### config.mk
export PLATFORM = sky130hd
export DESIGN_NAME = posit_add_arbiter
export DESIGN_NICKNAME = d
export VERILOG_FILES = /design/src/rtl/posit_arb_pkg.sv /design/src/rtl/posit_tag_fifo.sv /design/src/rtl/posit_add_arbiter.sv
export SDC_FILE = /design/constraint.sdc
export NUM_CORES = 1
export LEC_CHECK = 0
export BUFFER_PORTS_ARGS = -buffer_cell sky130_fd_sc_hd__buf_2
export CORE_UTILIZATION = 35
export CTS_BUF_LIST = sky130_fd_sc_hd__clkbuf_8
export DETAILED_ROUTE_END_ITERATION = 12
export GPL_TIMING_DRIVEN = 0
export PLACE_DENSITY = 0.76
export SLEW_MARGIN = 30
export SYNTH_ARGS = -nofsm -noshare
export SYNTH_HDL_FRONTEND = slang
export SYNTH_HIERARCHICAL = 1
export SYNTH_SLANG_ARGS = --single-unit
export TNS_END_PERCENT = 100
### constraint.sdc
create_clock -name clk -period 3.6 [get_ports clk]
set_input_delay 0.36 -clock clk [delete_from_list [all_inputs] [get_ports clk]]
set_output_delay 0.36 -clock clk [all_outputs]
set_load 0.02 [all_outputs]
### src/rtl/posit_arb_pkg.sv
// posit_arb_pkg
//   Shared constants and helpers for the posit adder front-end arbiter.
//   DEF_N / DEF_NREQ / DEF_TAG_DEPTH are the default parameter values of
//   posit_add_arbiter. tag_t is the requester-index tag kept in the in-flight
//   FIFO for the default requester count.
package posit_arb_pkg;

  localparam int DEF_N         = 32;
  localparam int DEF_NREQ      = 4;
  localparam int DEF_TAG_DEPTH = 16;

  localparam int TAG_W = $clog2(DEF_NREQ);

  typedef logic [TAG_W-1:0] tag_t;

  // Width of an index into n items, never narrower than one bit.
  function automatic int idx_w(input int n);
    return (n > 1) ? $clog2(n) : 1;
  endfunction

  // Requester visited at step k of a round-robin sweep starting at base.
  function automatic int rr_idx(input int base, input int k, input int n);
    int s;
    s = base + k;
    return (s >= n) ? (s - n) : s;
  endfunction

endpackage

### src/rtl/posit_tag_fifo.sv
// posit_tag_fifo
//   In-flight tag queue: one entry per operation issued to the shared adder,
//   popped when the adder reports completion. Pointers wrap mod DEPTH
//   (DEPTH must be a power of two, at least 2).
// Ports:
//   clk, rst_n  clock, synchronous active-low reset
//   push, din   write din (ignored when full)
//   pop, dout   remove head entry (ignored when empty); dout shows head
//   count       number of stored entries (0..DEPTH)
//   full, empty status flags derived from count
module posit_tag_fifo
  import posit_arb_pkg::*;
#(
  parameter int DEPTH = DEF_TAG_DEPTH,
  parameter int W     = TAG_W,
  parameter int CW    = $clog2(DEPTH) + 1
) (
  input  logic          clk,
  input  logic          rst_n,
  input  logic          push,
  input  logic          pop,
  input  logic [W-1:0]  din,
  output logic [W-1:0]  dout,
  output logic [CW-1:0] count,
  output logic          full,
  output logic          empty
);

  localparam int PW = idx_w(DEPTH);

  logic [W-1:0]  mem_r [DEPTH];
  logic [PW-1:0] wr_ptr_r;
  logic [PW-1:0] rd_ptr_r;
  logic [CW-1:0] count_r;
  logic          push_ok_s;
  logic          pop_ok_s;

  // Qualify requests against the current occupancy.
  always_comb begin
    push_ok_s = push && (count_r != CW'(DEPTH));
    pop_ok_s  = pop && (count_r != {CW{1'b0}});
  end

  // Pointer and occupancy bookkeeping; push+pop together keeps the count.
  always_ff @(posedge clk) begin
    if (!rst_n) begin
      wr_ptr_r <= {PW{1'b0}};
      rd_ptr_r <= {PW{1'b0}};
      count_r  <= {CW{1'b0}};
    end else begin
      if (push_ok_s) begin
        wr_ptr_r <= wr_ptr_r + PW'(1);
      end
      if (pop_ok_s) begin
        rd_ptr_r <= rd_ptr_r + PW'(1);
      end
      case ({push_ok_s, pop_ok_s})
        2'b10:   count_r <= count_r + CW'(1);
        2'b01:   count_r <= count_r - CW'(1);
        default: count_r <= count_r;
      endcase
    end
  end

  // Tag storage; contents are only meaningful between push and pop.
  always_ff @(posedge clk) begin
    if (push_ok_s) begin
      mem_r[wr_ptr_r] <= din;
    end
  end

  assign dout  = mem_r[rd_ptr_r];
  assign count = count_r;
  assign full  = (count_r == CW'(DEPTH));
  assign empty = (count_r == {CW{1'b0}});

endmodule

### src/rtl/posit_add_arbiter.sv
// posit_add_arbiter
//   Round-robin front end that shares one pipelined, in-order posit adder
//   between NREQ requesters. A granted operation is issued one cycle later
//   and its requester index is queued as a tag; each adder completion pops
//   a tag and returns the result to that requester one cycle later.
//   A completion with no outstanding tag sets the sticky err flag.
// Optional feature: define POSIT_ARB_STATS_EN to add saturating 32-bit
//   issue_cnt (grants) and stall_cnt (cycles with a request but no grant).
// Ports:
//   clk, rst_n                 clock, synchronous active-low reset
//   req_valid[NREQ]            per-requester request
//   req_in1/req_in2[NREQ*N]    operands, requester i at [i*N +: N]
//   req_ready[NREQ]            one-hot grant (accepted this cycle)
//   add_in1/add_in2/add_start  issue to the adder
//   add_result/inf/zero/done   adder completion
//   resp_valid[NREQ]           one-hot result pulse
//   resp_result/inf/zero       shared result bus
//   busy                       operations in flight
//   err                        sticky orphan-completion flag
module posit_add_arbiter
  import posit_arb_pkg::*;
#(
  parameter int N         = DEF_N,
  parameter int NREQ      = DEF_NREQ,
  parameter int TAG_DEPTH = DEF_TAG_DEPTH
) (
  input  logic              clk,
  input  logic              rst_n,
  input  logic [NREQ-1:0]   req_valid,
  input  logic [NREQ*N-1:0] req_in1,
  input  logic [NREQ*N-1:0] req_in2,
  output logic [NREQ-1:0]   req_ready,
  output logic [N-1:0]      add_in1,
  output logic [N-1:0]      add_in2,
  output logic              add_start,
  input  logic [N-1:0]      add_result,
  input  logic              add_inf,
  input  logic              add_zero,
  input  logic              add_done,
  output logic [NREQ-1:0]   resp_valid,
  output logic [N-1:0]      resp_result,
  output logic              resp_inf,
  output logic              resp_zero,
  output logic              busy,
  output logic              err
`ifdef POSIT_ARB_STATS_EN
  ,
  output logic [31:0]       issue_cnt,
  output logic [31:0]       stall_cnt
`endif
);

  localparam int TW = idx_w(NREQ);
  localparam int CW = $clog2(TAG_DEPTH) + 1;

  logic [TW-1:0]   rr_ptr_r;
  logic [TW-1:0]   cand_s;
  logic [TW-1:0]   gidx_s;
  logic            gfound_s;
  logic            can_grant_s;
  logic [NREQ-1:0] grant_s;
  logic [N-1:0]    op1_s;
  logic [N-1:0]    op2_s;
  logic [NREQ-1:0] resp_onehot_s;
  logic            pop_s;
  logic            orphan_s;
  logic [TW-1:0]   fifo_dout_s;
  logic [CW-1:0]   fifo_count_s;
  logic            fifo_full_s;
  logic            fifo_empty_s;

  // Grants are blocked in reset and whenever every tag slot is taken
  // (a pop in the same cycle does not free a slot until the next cycle).
  assign can_grant_s = rst_n && !fifo_full_s;

  // Round-robin search: first valid requester at or after rr_ptr.
  always_comb begin
    gfound_s = 1'b0;
    gidx_s   = {TW{1'b0}};
    cand_s   = {TW{1'b0}};
    for (int k = 0; k < NREQ; k++) begin
      cand_s = TW'(rr_idx(int'(rr_ptr_r), k, NREQ));
      if (!gfound_s && req_valid[cand_s] && can_grant_s) begin
        gfound_s = 1'b1;
        gidx_s   = cand_s;
      end else begin
        gidx_s = gidx_s;
      end
    end
  end

  // One-hot grant vector and operand selection for the winner.
  always_comb begin
    grant_s = {NREQ{1'b0}};
    op1_s   = {N{1'b0}};
    op2_s   = {N{1'b0}};
    for (int i = 0; i < NREQ; i++) begin
      if (gfound_s && (gidx_s == TW'(i))) begin
        grant_s[i] = 1'b1;
        op1_s      = req_in1[i*N +: N];
        op2_s      = req_in2[i*N +: N];
      end else begin
        grant_s[i] = 1'b0;
      end
    end
  end

  assign req_ready = grant_s;

  // Round-robin pointer and issue registers; operands hold between issues.
  always_ff @(posedge clk) begin
    if (!rst_n) begin
      rr_ptr_r  <= {TW{1'b0}};
      add_start <= 1'b0;
      add_in1   <= {N{1'b0}};
      add_in2   <= {N{1'b0}};
    end else begin
      add_start <= gfound_s;
      if (gfound_s) begin
        rr_ptr_r <= (gidx_s == TW'(NREQ - 1)) ? {TW{1'b0}} : (gidx_s + TW'(1));
        add_in1  <= op1_s;
        add_in2  <= op2_s;
      end
    end
  end

  // Completion bookkeeping: a done either retires the oldest tag or is an orphan.
  always_comb begin
    pop_s    = add_done && !fifo_empty_s;
    orphan_s = add_done && fifo_empty_s;
  end

  posit_tag_fifo #(
    .DEPTH (TAG_DEPTH),
    .W     (TW),
    .CW    (CW)
  ) u_tag_fifo (
    .clk   (clk),
    .rst_n (rst_n),
    .push  (gfound_s),
    .pop   (pop_s),
    .din   (gidx_s),
    .dout  (fifo_dout_s),
    .count (fifo_count_s),
    .full  (fifo_full_s),
    .empty (fifo_empty_s)
  );

  // Decode the retiring tag into the response strobe.
  always_comb begin
    resp_onehot_s = {NREQ{1'b0}};
    for (int i = 0; i < NREQ; i++) begin
      if (pop_s && (fifo_dout_s == TW'(i))) begin
        resp_onehot_s[i] = 1'b1;
      end else begin
        resp_onehot_s[i] = 1'b0;
      end
    end
  end

  // Response register: one-cycle strobe, result bus holds between responses.
  always_ff @(posedge clk) begin
    if (!rst_n) begin
      resp_valid  <= {NREQ{1'b0}};
      resp_result <= {N{1'b0}};
      resp_inf    <= 1'b0;
      resp_zero   <= 1'b0;
      err         <= 1'b0;
    end else begin
      resp_valid <= resp_onehot_s;
      err        <= err | orphan_s;
      if (pop_s) begin
        resp_result <= add_result;
        resp_inf    <= add_inf;
        resp_zero   <= add_zero;
      end
    end
  end

  assign busy = (fifo_count_s != {CW{1'b0}});

`ifdef POSIT_ARB_STATS_EN
  // Saturating activity counters.
  always_ff @(posedge clk) begin
    if (!rst_n) begin
      issue_cnt <= 32'd0;
      stall_cnt <= 32'd0;
    end else begin
      if (gfound_s && (issue_cnt != 32'hFFFF_FFFF)) begin
        issue_cnt <= issue_cnt + 32'd1;
      end
      if ((|req_valid) && !gfound_s && (stall_cnt != 32'hFFFF_FFFF)) begin
        stall_cnt <= stall_cnt + 32'd1;
      end
    end
  end
`endif

endmodule

After elaboration in Yosys (flattened, before gate mapping)
Memories as Yosys holds them, arrays and structs flattened. A register that Yosys moved wholly into a read port is not among the register bits.
Index checks and enable logic that the tools add are counted.

operators by class
  bitwise gates (word level) = 1
  magnitude comparators = 8
  add/sub/neg operators = 12
  mux-type cells = 42
  equality and inequality tests = 10
  reductions and logical operators = 30

operator list
  operator                                                                      number
  32-bit two-way mux                                                            8
  1-bit logical AND                                                             20
  1-bit two-way mux                                                             18
  2-bit two-way mux                                                             9
  2-bit by 3-bit less-than comparator with 1-bit output, second input constant  4
  2-bit equality test, second input constant                                    5
  5-bit one-hot mux with 2 select lines                                         1
  3-bit >= comparator, second input constant                                    3
  4-bit by 1-bit adder with 4-bit output, second input constant                 2
  1-bit binary-select mux with 2-bit select                                     4
  4-bit two-way mux                                                             2
  2-bit by 1-bit subtractor with 2-bit output, second input constant            4
  2-bit by 2-bit adder with 3-bit output, second input constant                 2
  2-bit by 1-bit equality test with 1-bit output, second input constant         3
  5-bit by 1-bit adder with 5-bit output, second input constant                 1
  5-bit equality test, second input constant                                    1
  1-bit zero test                                                               5
  5-bit zero test                                                               1
  5-bit != test, second input constant                                          1
  5-bit nonzero test                                                            1
  5-bit by 1-bit subtractor with 5-bit output, second input constant            1
  2-bit zero test                                                               2
  2-bit by 1-bit adder with 3-bit output, second input constant                 1
  2-bit by 3-bit >= comparator with 1-bit output, second input constant         1
  other kinds (3)                                                               3

storage, ports and cells
  memory bits (writable) = 32
  logic and storage cells = 116
  output and inout port bits = 109
  memories = 1
  register bits after elaboration = 119

memories
  name              depth  bits a word  read ports  clocked after Yosys merged registers in  wr ports  line                  RTL
  u_tag_fifo.mem_r  16     2            1           1                                        1         posit_tag_fifo.sv:31  logic [W-1:0] mem_r [DEPTH];

Longest topological paths before layout
Gate-level depths: netlist of the first run.

  word-level depth = 24
  mapped depth = 20
  mapped depth without buffers = 14

Cells and area by module
The synthesis of the first run kept the hierarchy.

modules (own cells, without submodules)
  module             instances  cells an instance  area an instance (sq um)  seq. area each (sq um)
  posit_add_arbiter  1          851                6120.9                    2122.0
  posit_tag_fifo     1          172                2240.9                    1301.2

Worst setup path before layout of the first run
Ideal clock, no wire load.

  path kind = flip-flop to flip-flop
  start point = reg u_tag_fifo.count_r[1], in the netlist u_tag_fifo/count[1]
  end point = reg u_tag_fifo.count_r[2], in the netlist u_tag_fifo/count[2]
  buffers on the path = 5
  library setup time = 0.070 ns
  cell stages (with the launch flop) = 18
  data required time = 3.530 ns
  slack = 0.063 ns
  arrival time = 3.468 ns
  cell sequence = dfxtp_1 > buf_6 > or4_4 > buf_6 > nor2_1 > nand2b_1 > clkbuf_1 > inv_2 > buf_1 > o21ai_4 > inv_1 > ha_1 > clkbuf_1 > xor2_1 > ha_1 > o21a_1 > or4_1 > a21oi_1

RTL lines
  item                                                                                   line                      RTL
  from (decl)                                                                            posit_tag_fifo.sv:34      logic [CW-1:0] count_r;
  from (signal assigned)                                                                 posit_tag_fifo.sv:49      count_r <= {CW{1'b0}};
  from (signal assigned)                                                                 posit_tag_fifo.sv:58      2'b10: count_r <= count_r + CW'(1);
  from (signal assigned)                                                                 posit_tag_fifo.sv:59      2'b01: count_r <= count_r - CW'(1);
  5-bit zero test (*)                                                                    posit_tag_fifo.sv:75      assign empty = (count_r == {CW{1'b0}});
  via fifo_empty_s                                                                       posit_add_arbiter.sv:70   logic fifo_empty_s;
  1-bit zero test (*)                                                                    posit_add_arbiter.sv:129  pop_s = add_done && !fifo_empty_s;
  1-bit logical AND (*)                                                                  posit_add_arbiter.sv:129
  via pop_s                                                                              posit_add_arbiter.sv:65   logic pop_s;
  1-bit logical AND (*)                                                                  posit_tag_fifo.sv:41      pop_ok_s = pop && (count_r != {CW{1'b0}});
  via u_tag_fifo.pop_ok_s                                                                posit_tag_fifo.sv:36      logic pop_ok_s;
  2-bit by 1-bit equality test with 1-bit output or 2-bit equality test (tied branches)  posit_tag_fifo.sv:57      case ({push_ok_s, pop_ok_s})
  5-bit one-hot mux with 2 select lines or 2-bit nonzero test (tied branches)            n/a

Mark *: on every way through the listed nets, which the timed path passes. The rest lies on a longest branch.
A chain may end at the register's enable or synchronous reset.

Worst setup path in the final report of the first run
  start point = reg u_tag_fifo.count_r[0], in the netlist u_tag_fifo/count[0]
  end point = out req_ready[1]

between the ends
  word-level cells in the longest chain between the ends = 20

RTL lines
  item                                            line                     RTL
  5-bit equality test (*)                         posit_tag_fifo.sv:74     assign full = (count_r == CW'(DEPTH));
  via fifo_full_s                                 posit_add_arbiter.sv:69  logic fifo_full_s;
  1-bit zero test (*)                             posit_add_arbiter.sv:74  assign can_grant_s = rst_n && !fifo_full_s;
  1-bit logical AND (*)                           posit_add_arbiter.sv:74
  1-bit logical AND                               posit_add_arbiter.sv:83  if (!gfound_s && req_valid[cand_s] && can_grant_s) begin
  1-bit two-way mux                               posit_add_arbiter.sv:83
  1-bit zero test                                 posit_add_arbiter.sv:83
  1-bit logical AND (2 in series)                 posit_add_arbiter.sv:83
  [2 not listed]                                  n/a
  1-bit logical AND (2 in series)                 posit_add_arbiter.sv:83
  1-bit two-way mux                               posit_add_arbiter.sv:83
  1-bit zero test                                 posit_add_arbiter.sv:83
  1-bit logical AND (2 in series)                 posit_add_arbiter.sv:83
  2-bit two-way mux                               posit_add_arbiter.sv:83
  2-bit by 1-bit equality test with 1-bit output  posit_add_arbiter.sv:98  if (gfound_s && (gidx_s == TW'(i))) begin
  1-bit logical AND (*)                           posit_add_arbiter.sv:98
  1-bit two-way mux (*)                           posit_add_arbiter.sv:98
  to (decl)                                       posit_add_arbiter.sv:32  output logic [NREQ-1:0] req_ready,

Marked as above.

==> flow_summary.ini, run 1 <==
[detailed_routing]
via_per_inst = 5.11
drc = 0
ant_nets = 0
first_pass_iters = 6
drtIter0Drc = 576
vias = 9106
routed_wirelength_mm = 31.3
wl_per_cell_um = 17.6

[pwr]
p_comb_share_pct = 49.0
p_int_mw = 4.17
p_per_area_nw_per_um2 = 656
peakVddDrop_mv = 0.292
p_sw_share_pct = 44.0
p_clk_share_pct = 17.4
seq_power_share_pct = 33.6
p_leak_nw = 5.47
p_sw_mw = 3.28

[synthesis]
synthFlopType = dfxtp_1
synth-seq-area-share_pct = 40.9
yosys_warnings = 6
synth_edf_count = 32
syn_area_per_cell_um2 = 8.17
netlist_area_um2 = 8360
synth_nets = 1332
async_flop_share_pct = 0
ys_seq_elements = 155
ys_types = 54
syn_inst = 1023

[timing]
final.setup.tns_ns = 0
setup-violations-final = 0
worst_pin_slew_ns = 0.716
worst_slack_ns = 0.0326
hold_viol_final = 0
fin_crit_ns = 3.57
slew_violations = 0
fmax_ghz = 0.280
period_share_pct = 99.1
rsz0062_at_grt = true
relSlewSlack_pct = 52.3
clock_skew_ns = 0.0178

[grt]
grt_use_total_pct = 25.3
antenna_found_initial = 3
grt_pass1_wl_mm = 46.7
grt_overflow = 0
grt_pass1_vias = 8571
grt_max_degree = 23

[clocking]
htreeDepth = 4
hold_buffers = 0
clk_latency_ns = 0.46
cts_buffer_depth = 2
clk_pin_slew_ns = 0.10
cts_made_buffers = 17
cts_tree = yes
clock_sinks = 155
root_buffer = clkbuf_8

[finish]
drive_above_1_share_pct = 34.0
final_nets = 1757
post_layout_nonfiller_instances = 1783
final_cell_mix = buf_2 (411), nand2_1 (207), a21oi_1 (132)
final_util_pct = 48.4
fill_cells = 2319
areaGrowthSynthToFinish_pct = 35.9
layout_commonest_cell = buf_2

[place]
pre_cts_ws_ns = -1.21
dp_hpwl_mm = 24.7
portBuffers = 404
place_congestion = 0.941
placed_cells = 1746

[floorplan]
num_rows = 56
die-area_um2 = 24500
die_y_um = 157
die_w_um = 157
start_util_pct = 35.6
core-area_um2 = 23500
io_pins = 406

[hold_path]
hold_path_depth = 3
holdPathEnd = resp_zero
min_from = add_zero
hold_path.class = in2reg

[job]
maxCapViolations = 0

[worst_setup_path]
arrival_ns = 3.21
reg2reg_depth = 17
end_kind = output port
r2r-start = u_tag_fifo/count[0]
r2r_slack_ns = 0.15
path_class = reg2out
timing.rr.end = u_tag_fifo/count[2]
required_ns = 3.24
cp_max_fo = 10
worstSetupStartpointType = register

[status]
status = finished, final reports clean
[synthesized netlist by cell type (3+ instances only)]
| library cell | count | area share, % |
|---|---|---|
| dfxtp_1 | 123 | 29 |
| xor2_1 | 5 | 0.52 |
| a21oi_1 | 133 | 8.0 |
| buf_2 | 9 | 0.54 |
| and2_1 | 4 | 0.30 |
| o21ai_0 | 68 | 4.1 |
| mux4_2 | 9 | 2.4 |
| buf_1 | 6 | 0.27 |
| o21a_1 | 7 | 0.63 |
| ha_1 | 12 | 1.8 |
| a22oi_1 | 64 | 5.7 |
| nor2b_1 | 5 | 0.37 |
| nor3_1 | 9 | 0.54 |
| edfxtp_1 | 32 | 11 |
| nand2b_1 | 5 | 0.37 |
| nand2_1 | 207 | 9.3 |
| clkbuf_1 | 70 | 3.1 |
| a21boi_0 | 35 | 3.1 |
| a211oi_1 | 4 | 0.36 |
| o211ai_1 | 4 | 0.36 |
| buf_6 | 3 | 0.40 |
| nand3_1 | 3 | 0.18 |
| mux2i_1 | 72 | 8.6 |
| inv_1 | 72 | 3.2 |
| nor2_1 | 26 | 1.2 |
| inv_2 | 3 | 0.13 |
[cells by family after synthesis]
family                     synth area share, %
muxes                                     11.2
adders and majority gates                 1.80
xor gates and xnor gates                 0.628
buffers and inverters                     7.72
DFF                                       40.9
AOI/OAI and AO/OA                         24.1
and+or+nand+nor                           13.6
[power groups by stage]
stage          Sequential [mW]  Combinational (mW)  Clock (mW)
6_report                  2.50                3.65        1.29
3_5_place_dp              2.52                3.53           0
5_1_grt                   2.55                4.00        1.40
4_1_cts                   2.50                3.63        1.33
2_1_floorplan             2.99                1.80           0
3_3_place_gp              2.51                3.46           0
[cell type report]
class                           instances  area, um^2  share of cell area [%]
Tap cell                              319         399                    3.51
Clock buffer                           17         234                    2.06
Buffer                                 84         452                    3.98
Antenna cell                            4        10.0                  0.0881
Inverter                               75         284                    2.50
Clock inverter                         14         140                    1.23
Sequential cell                       155        3430                    30.2
Timing Repair Buffer                  410        2070                    18.2
Multi-Input combinational cell        705        4350                    38.3
[layer usage]
layer  routed length (um)  track usage [%]
met1                12800             30.5
met2                15700             43.6
met3                 1920             5.95
met4                  911             9.29
met5                    0                0
[critical path: stages, from the launching register on]
cell	delay (ns)
dfxtp_2	0.36
or4_4	0.58
nor2_4	0.11
nor2b_1	0.06
clkbuf_8	0.16
o2111ai_1	0.11
a21o_1	0.18
o211ai_1	0.14
ha_2	0.25
clkbuf_16	0.18
clkbuf_16	0.17
clkbuf_8	0.16
and2_1	0.13
buf_2	0.15
[worst max-delay path by stage]
stage | startpoint | to | slack [ns] | cells past startpoint
finish | u_tag_fifo/count[0] | req_ready[1] | 0.03 | 13
detailed placement | u_tag_fifo/count[1] | req_ready[1] | -1.21 | 14
global placement | u_tag_fifo/count[1] | req_ready[1] | -1.10 | 14
CTS | u_tag_fifo/count[0] | req_ready[1] | 0.01 | 13
floorplan | u_tag_fifo/count[1] | u_tag_fifo/count[2] | 0.06 | 17
global route | u_tag_fifo/count[0] | req_ready[1] | -0.09 | 13
[metrics by stage]
step / area (um^2) / hold slack [ns] / power (mW)
detailed placement: 10800 / 0.444 / 6.05
global placement: 10800 / 0.438 / 5.97
finish: 11400 / 0.138 / 7.45
CTS: 11300 / 0.101 / 7.46
global route: 11400 / 0.103 / 7.95
floorplan: 8360 / 0.495 / 4.79
[state kept, by name, indices dropped and copies added, names as in the netlist, named ones only]
register / count
u_tag_fifo/mem_r: 32
resp_zero: 1
add_start: 1
add_in1: 32
resp_valid: 4
u_tag_fifo/count: 5
resp_inf: 1
rr_ptr_r: 2
resp_result: 32
u_tag_fifo/wr_ptr_r: 4
add_in2: 32
u_tag_fifo/rd_ptr_r: 4
err: 1
[timing repair]
item	4_1_cts	5_1_grt
setup buffers	5	1
pin swaps	4	3
gates resized for setup	45	14
hold endpoints to repair	0	0
endpoints found under the setup margin	72	6
Power figures use the tool's default switching activity.
==> inputs of run 2 (changes only) <==
Settings changed: RECOVER_POWER set to 50, SLEW_MARGIN 30 to 25.
==> run 2 against run 1 <==
- critical path depth did not move
- utilization fell by 0.55 points
- non-clock buffer count stayed put
- worst hold slack barely moved
- worst setup slack worse by 0.0038 ns
- clock power is essentially flat
- via count grew 0.44%
- die area did not move
- sequential share of layout area increased by 0.35 points
- first-iteration DRC count decreased by 0.52%
==> flow_summary.ini, run 2 (same netlist as run 1, synthesis figures left out) <==
[floorplan]
num_rows = 56
io_pins = 406
start_util_pct = 35.6
core-area_um2 = 23500
die_y_um = 157
die-area_um2 = 24500
die_w_um = 157

[worst_setup_path]
required_ns = 3.24
cpPeakStageDelay_ns = 0.58
end_kind = output port
cp_max_fo = 10
cp_cell_sequence = or4_4 > nor2_4 > nor2b_1 > clkbuf_8 > o2111ai_1 > a21o_1 > o211ai_1 > ha_2 > clkbuf_16 > clkbuf_16 > clkbuf_8 > and2_1 > buf_2
path_class = reg2out
arrival_ns = 3.21
cp_top_family = simple AND/OR/NAND/NOR gates
cp_num_buf_inv = 5
cp_slowest_cell = or4_4
worstSetupStartpointType = register

[timing]
clock_skew_ns = 0.0190
period_share_pct = 99.2
fmax_ghz = 0.280
fin_crit_ns = 3.57
hold_viol_final = 0
setup-violations-final = 0
worst_pin_slew_ns = 0.731
worst_slack_ns = 0.0288
relSlewSlack_pct = 51.2
rsz0062_at_grt = true
slew_violations = 0

[job]
maxCapViolations = 0

[clocking]
cts_made_buffers = 17
hold_buffers = 0
root_buffer = clkbuf_8
clock_sinks = 155
clk_latency_ns = 0.46
cts_tree = yes
cts_buffer_depth = 2
htreeDepth = 4
clk_pin_slew_ns = 0.10

[detailed_routing]
wl_per_cell_um = 17.6
via_per_inst = 5.13
first_pass_iters = 6
ant_nets = 0
drc = 0
routed_wirelength_mm = 31.4
vias = 9146
drtIter0Drc = 573

[pwr]
p_per_area_nw_per_um2 = 656
p_leak_nw = 5.07
peakVddDrop_mv = 0.286

[finish]
final_nets = 1757
areaGrowthSynthToFinish_pct = 34.3
final_cell_mix = buf_2 (307), nand2_1 (207), clkbuf_1 (160)
layout_commonest_cell = buf_2
final_util_pct = 47.9
drive_above_1_share_pct = 26.8

[place]
place_congestion = 0.941
portBuffers = 404
pre_cts_ws_ns = -1.21
dp_hpwl_mm = 24.7

[grt]
grt_use_total_pct = 25.3
grt_pass1_wl_mm = 46.7
antenna_found_initial = 3
grt_overflow = 0
grt_pass1_vias = 8571
grt_max_degree = 23

[status]
status = finished, final reports clean

[hold_path]
hold_path.class = in2reg
run 2: changes by cell type in the layout (fill, tap and decap cells not counted):
cell,before,now
clkbuf_1,56,160
buf_2,411,307
run 2: worst paths after layout:
check	start	end	slack, ns	cells past startpoint
max	u_tag_fifo/count[0]	req_ready[1]	0.03	13
min	add_zero	resp_zero	0.14	3
max reg2reg	u_tag_fifo/count[0]	u_tag_fifo/count[2]	0.15	17
min reg2reg	add_in1[4]	add_in1[4]	0.46	2
run 2: per-layer routing:
metal  GRT usage (%)  part of all wire (%)
met4            9.29                   2.5
met5               0                     0
met3            5.95                   6.0
met1            30.5                    41
met2            43.6                    50
run 2: repair_timing:
action	in CTS	in global routing
pin swaps	4	3
buffers inserted	5	1
gates resized for setup	45	14
endpoints found under the setup margin	72	6
run 2: where the power goes:
group,leakage (nW),internal [mW],switching [mW]
registers,1.31,2.25,0.265
clock network,0.192,0.560,0.737
logic,3.57,1.25,2.30
total,5.07,4.07,3.30
run 2: worst register-to-register path, stage by stage (launching register included):
cell,delay (ns)
dfxtp_2,0.36
or4_4,0.58
nor2_4,0.12
nor2b_1,0.06
clkbuf_8,0.16
o21ai_4,0.09
inv_4,0.09
buf_8,0.17
o21a_1,0.13
buf_6,0.13
inv_2,0.04
ha_1,0.16
clkbuf_4,0.19
xor2_1,0.18
ha_2,0.24
nor3_1,0.07
or4_1,0.46
a21oi_1,0.16
run 2: cell type report:
| type | count | area (um^2) |
|---|---|---|
| Inverter | 75 | 284 |
| Clock buffer | 17 | 234 |
| Tap cell | 319 | 399 |
| Timing Repair Buffer | 410 | 1940 |
| Clock inverter | 14 | 140 |
| Sequential cell | 155 | 3430 |
| Fill cell | 2379 | 12200 |
| Antenna cell | 4 | 10.0 |
| Multi-Input combinational cell | 705 | 4350 |
| Buffer | 84 | 452 |
run 2: metrics by stage:
step | hold slack (ns) | TNS [ns] | total power [mW] | cell area [um^2] | std cells
2_1_floorplan | 0.495 | 0 | 4.79 | 8360 | 1023
3_3_place_gp | 0.438 | -45.07 | 5.97 | 10800 | 1746
3_5_place_dp | 0.444 | -52.66 | 6.05 | 10800 | 1746
4_1_cts | 0.101 | 0 | 7.46 | 11300 | 1779
5_1_grt | 0.103 | -0.0864 | 7.85 | 11200 | 1782
6_report | 0.138 | 0 | 7.37 | 11200 | 1783
==> inputs of run 3 (changes only) <==
Settings changed: REMOVE_ABC_BUFFERS set to 1, SKIP_LAST_GASP set to 1.
==> run 3 against run 2 <==
- power rose by 1.4%
- clock-buffer cell count did not move
- global-route usage fell by 3.6 points
- die area did not move
- via count fell by 3.8%
- register-to-register slack improved by 0.05 ns
- first-iteration DRC count fell by 0.70%
- critical endpoint is now req_ready[0]
==> flow_summary.ini, run 3 (same netlist as run 1, synthesis figures left out) <==
[status]
status = finished, final reports clean

[job]
maxCapViolations = 0

[pwr]
peakVddDrop_mv = 0.281
p_leak_nw = 5.05
p_per_area_nw_per_um2 = 666

[detailed_routing]
routed_wirelength_mm = 27.9
first_pass_iters = 5
drtIter0Drc = 569
via_per_inst = 5.13
vias = 8797
wl_per_cell_um = 16.3
drc = 0
ant_nets = 0

[clocking]
cts_tree = yes
htreeDepth = 4
clk_latency_ns = 0.44
root_buffer = clkbuf_8
clock_sinks = 155
cts_made_buffers = 17
hold_buffers = 0
clk_pin_slew_ns = 0.10
cts_buffer_depth = 2

[timing]
whs_ns = 0.152
setup-violations-final = 0
fmax_ghz = 0.294
slew_violations = 0
relSlewSlack_pct = 43.4
clock_skew_ns = 0.0115
final.setup.tns_ns = 0
period_share_pct = 94.5
fin_crit_ns = 3.40
rsz0062_at_grt = false
worst_pin_slew_ns = 0.850
hold_viol_final = 0

[finish]
fill_cells = 2309
final_nets = 1691
layout_commonest_cell = buf_2
final_util_pct = 47.8
final_cell_mix = buf_2 (299), nand2_1 (207), a21oi_1 (133)
areaGrowthSynthToFinish_pct = 34.1
multi_input_area_um2 = 4410
regArea_um2 = 3430
drive_above_1_share_pct = 27.7
post_layout_nonfiller_instances = 1715

[grt]
antenna_found_initial = 2
grt_pass1_vias = 7897
grt_max_degree = 71
grt_overflow = 0
grt_use_total_pct = 21.7
grt_pass1_wl_mm = 41.0

[floorplan]
io_pins = 406
num_rows = 56
core-area_um2 = 23500
die-area_um2 = 24500
start_util_pct = 35.6
die_w_um = 157
die_y_um = 157

[worst_setup_path]
path_class = reg2out
cp_max_fo = 16
arrival_ns = 3.04
worstSetupStartpointType = register
required_ns = 3.24
end_kind = output port

[place]
place_congestion = 0.899
portBuffers = 405
placed_cells = 1666
dp_hpwl_mm = 18.3

[hold_path]
hold_path.class = in2reg
==> run 3: cell types whose count changed in the layout (fill, tap and decap cells not counted), sizes merged <==
cell      change
clkinvlp      -1
clkbuf       -64
bufinv        +2
buf           -3
nand2b        +1
diode         -3
==> run 3: worst max-delay path, stage by stage, from the launching register on <==
cell      delay (ns)
dfxtp_1         0.37
or4_4           0.63
nor2_2          0.18
nor2b_4         0.10
o2111a_1        0.19
o21ai_1         0.38
ha_4            0.39
and2_1          0.18
buf_2           0.16
==> run 3: repair_timing <==
action | 4_1_cts | 5_1_grt
pin swaps | 2 | 1
resized for setup | 15 | 6
buffers inserted | 9 | 6
endpoints found under the setup margin | 72 | 5
endpoints found under the hold margin | 0 | 0
cloned | 1 | 0
==> run 3: routing by layer <==
layer	share of wire, %	routed length (um)	up-vias	track usage, %
li1	-	-	4246	-
met1	40	11100	4080	25.3
met4	2.2	628	0	6.49
met3	7.0	1970	38	4.96
met2	51	14200	433	39.3
met5	0	0	-	0
==> run 3: cell type report <==
| class | instances | share of cell area [%] |
|---|---|---|
| antenna | 1 | 0.0223 |
| clock buffer | 17 | 2.09 |
| clock inverter | 15 | 1.83 |
| inverter | 75 | 2.60 |
| multi-input combinational | 706 | 39.4 |
| sequential | 155 | 30.6 |
| tap | 319 | 3.56 |
| timing repair buffer | 427 | 20.0 |
==> run 3: where the power goes <==
group,internal (mW),leakage [nW],switching (mW)
logic,1.24,3.52,2.23
clock network,0.715,0.221,0.739
registers,2.25,1.31,0.290
total,4.21,5.05,3.26
==> run 3: path summary, 6_finish.rpt <==
check                      start             endpoint  slack [ns]  cells past startpoint
min                add_result[5]       resp_result[5]        0.15                      3
max          u_tag_fifo/count[0]         req_ready[0]        0.20                      8
max reg2reg  u_tag_fifo/count[0]  u_tag_fifo/count[4]        0.20                     14
min reg2reg          add_in2[28]          add_in2[28]        0.46                      2
==> run 3: metrics by stage <==
step           instance area, um^2  worst slack (ns)  power, mW
6_report                     11200             0.198       7.47
5_1_grt                      11200           0.00856       7.98
4_1_cts                      11300            0.0302       7.56
3_5_place_dp                 10700            -0.975       5.92
2_1_floorplan                 8000             -1.27       4.69
3_3_place_gp                 10400             -4.47       5.83
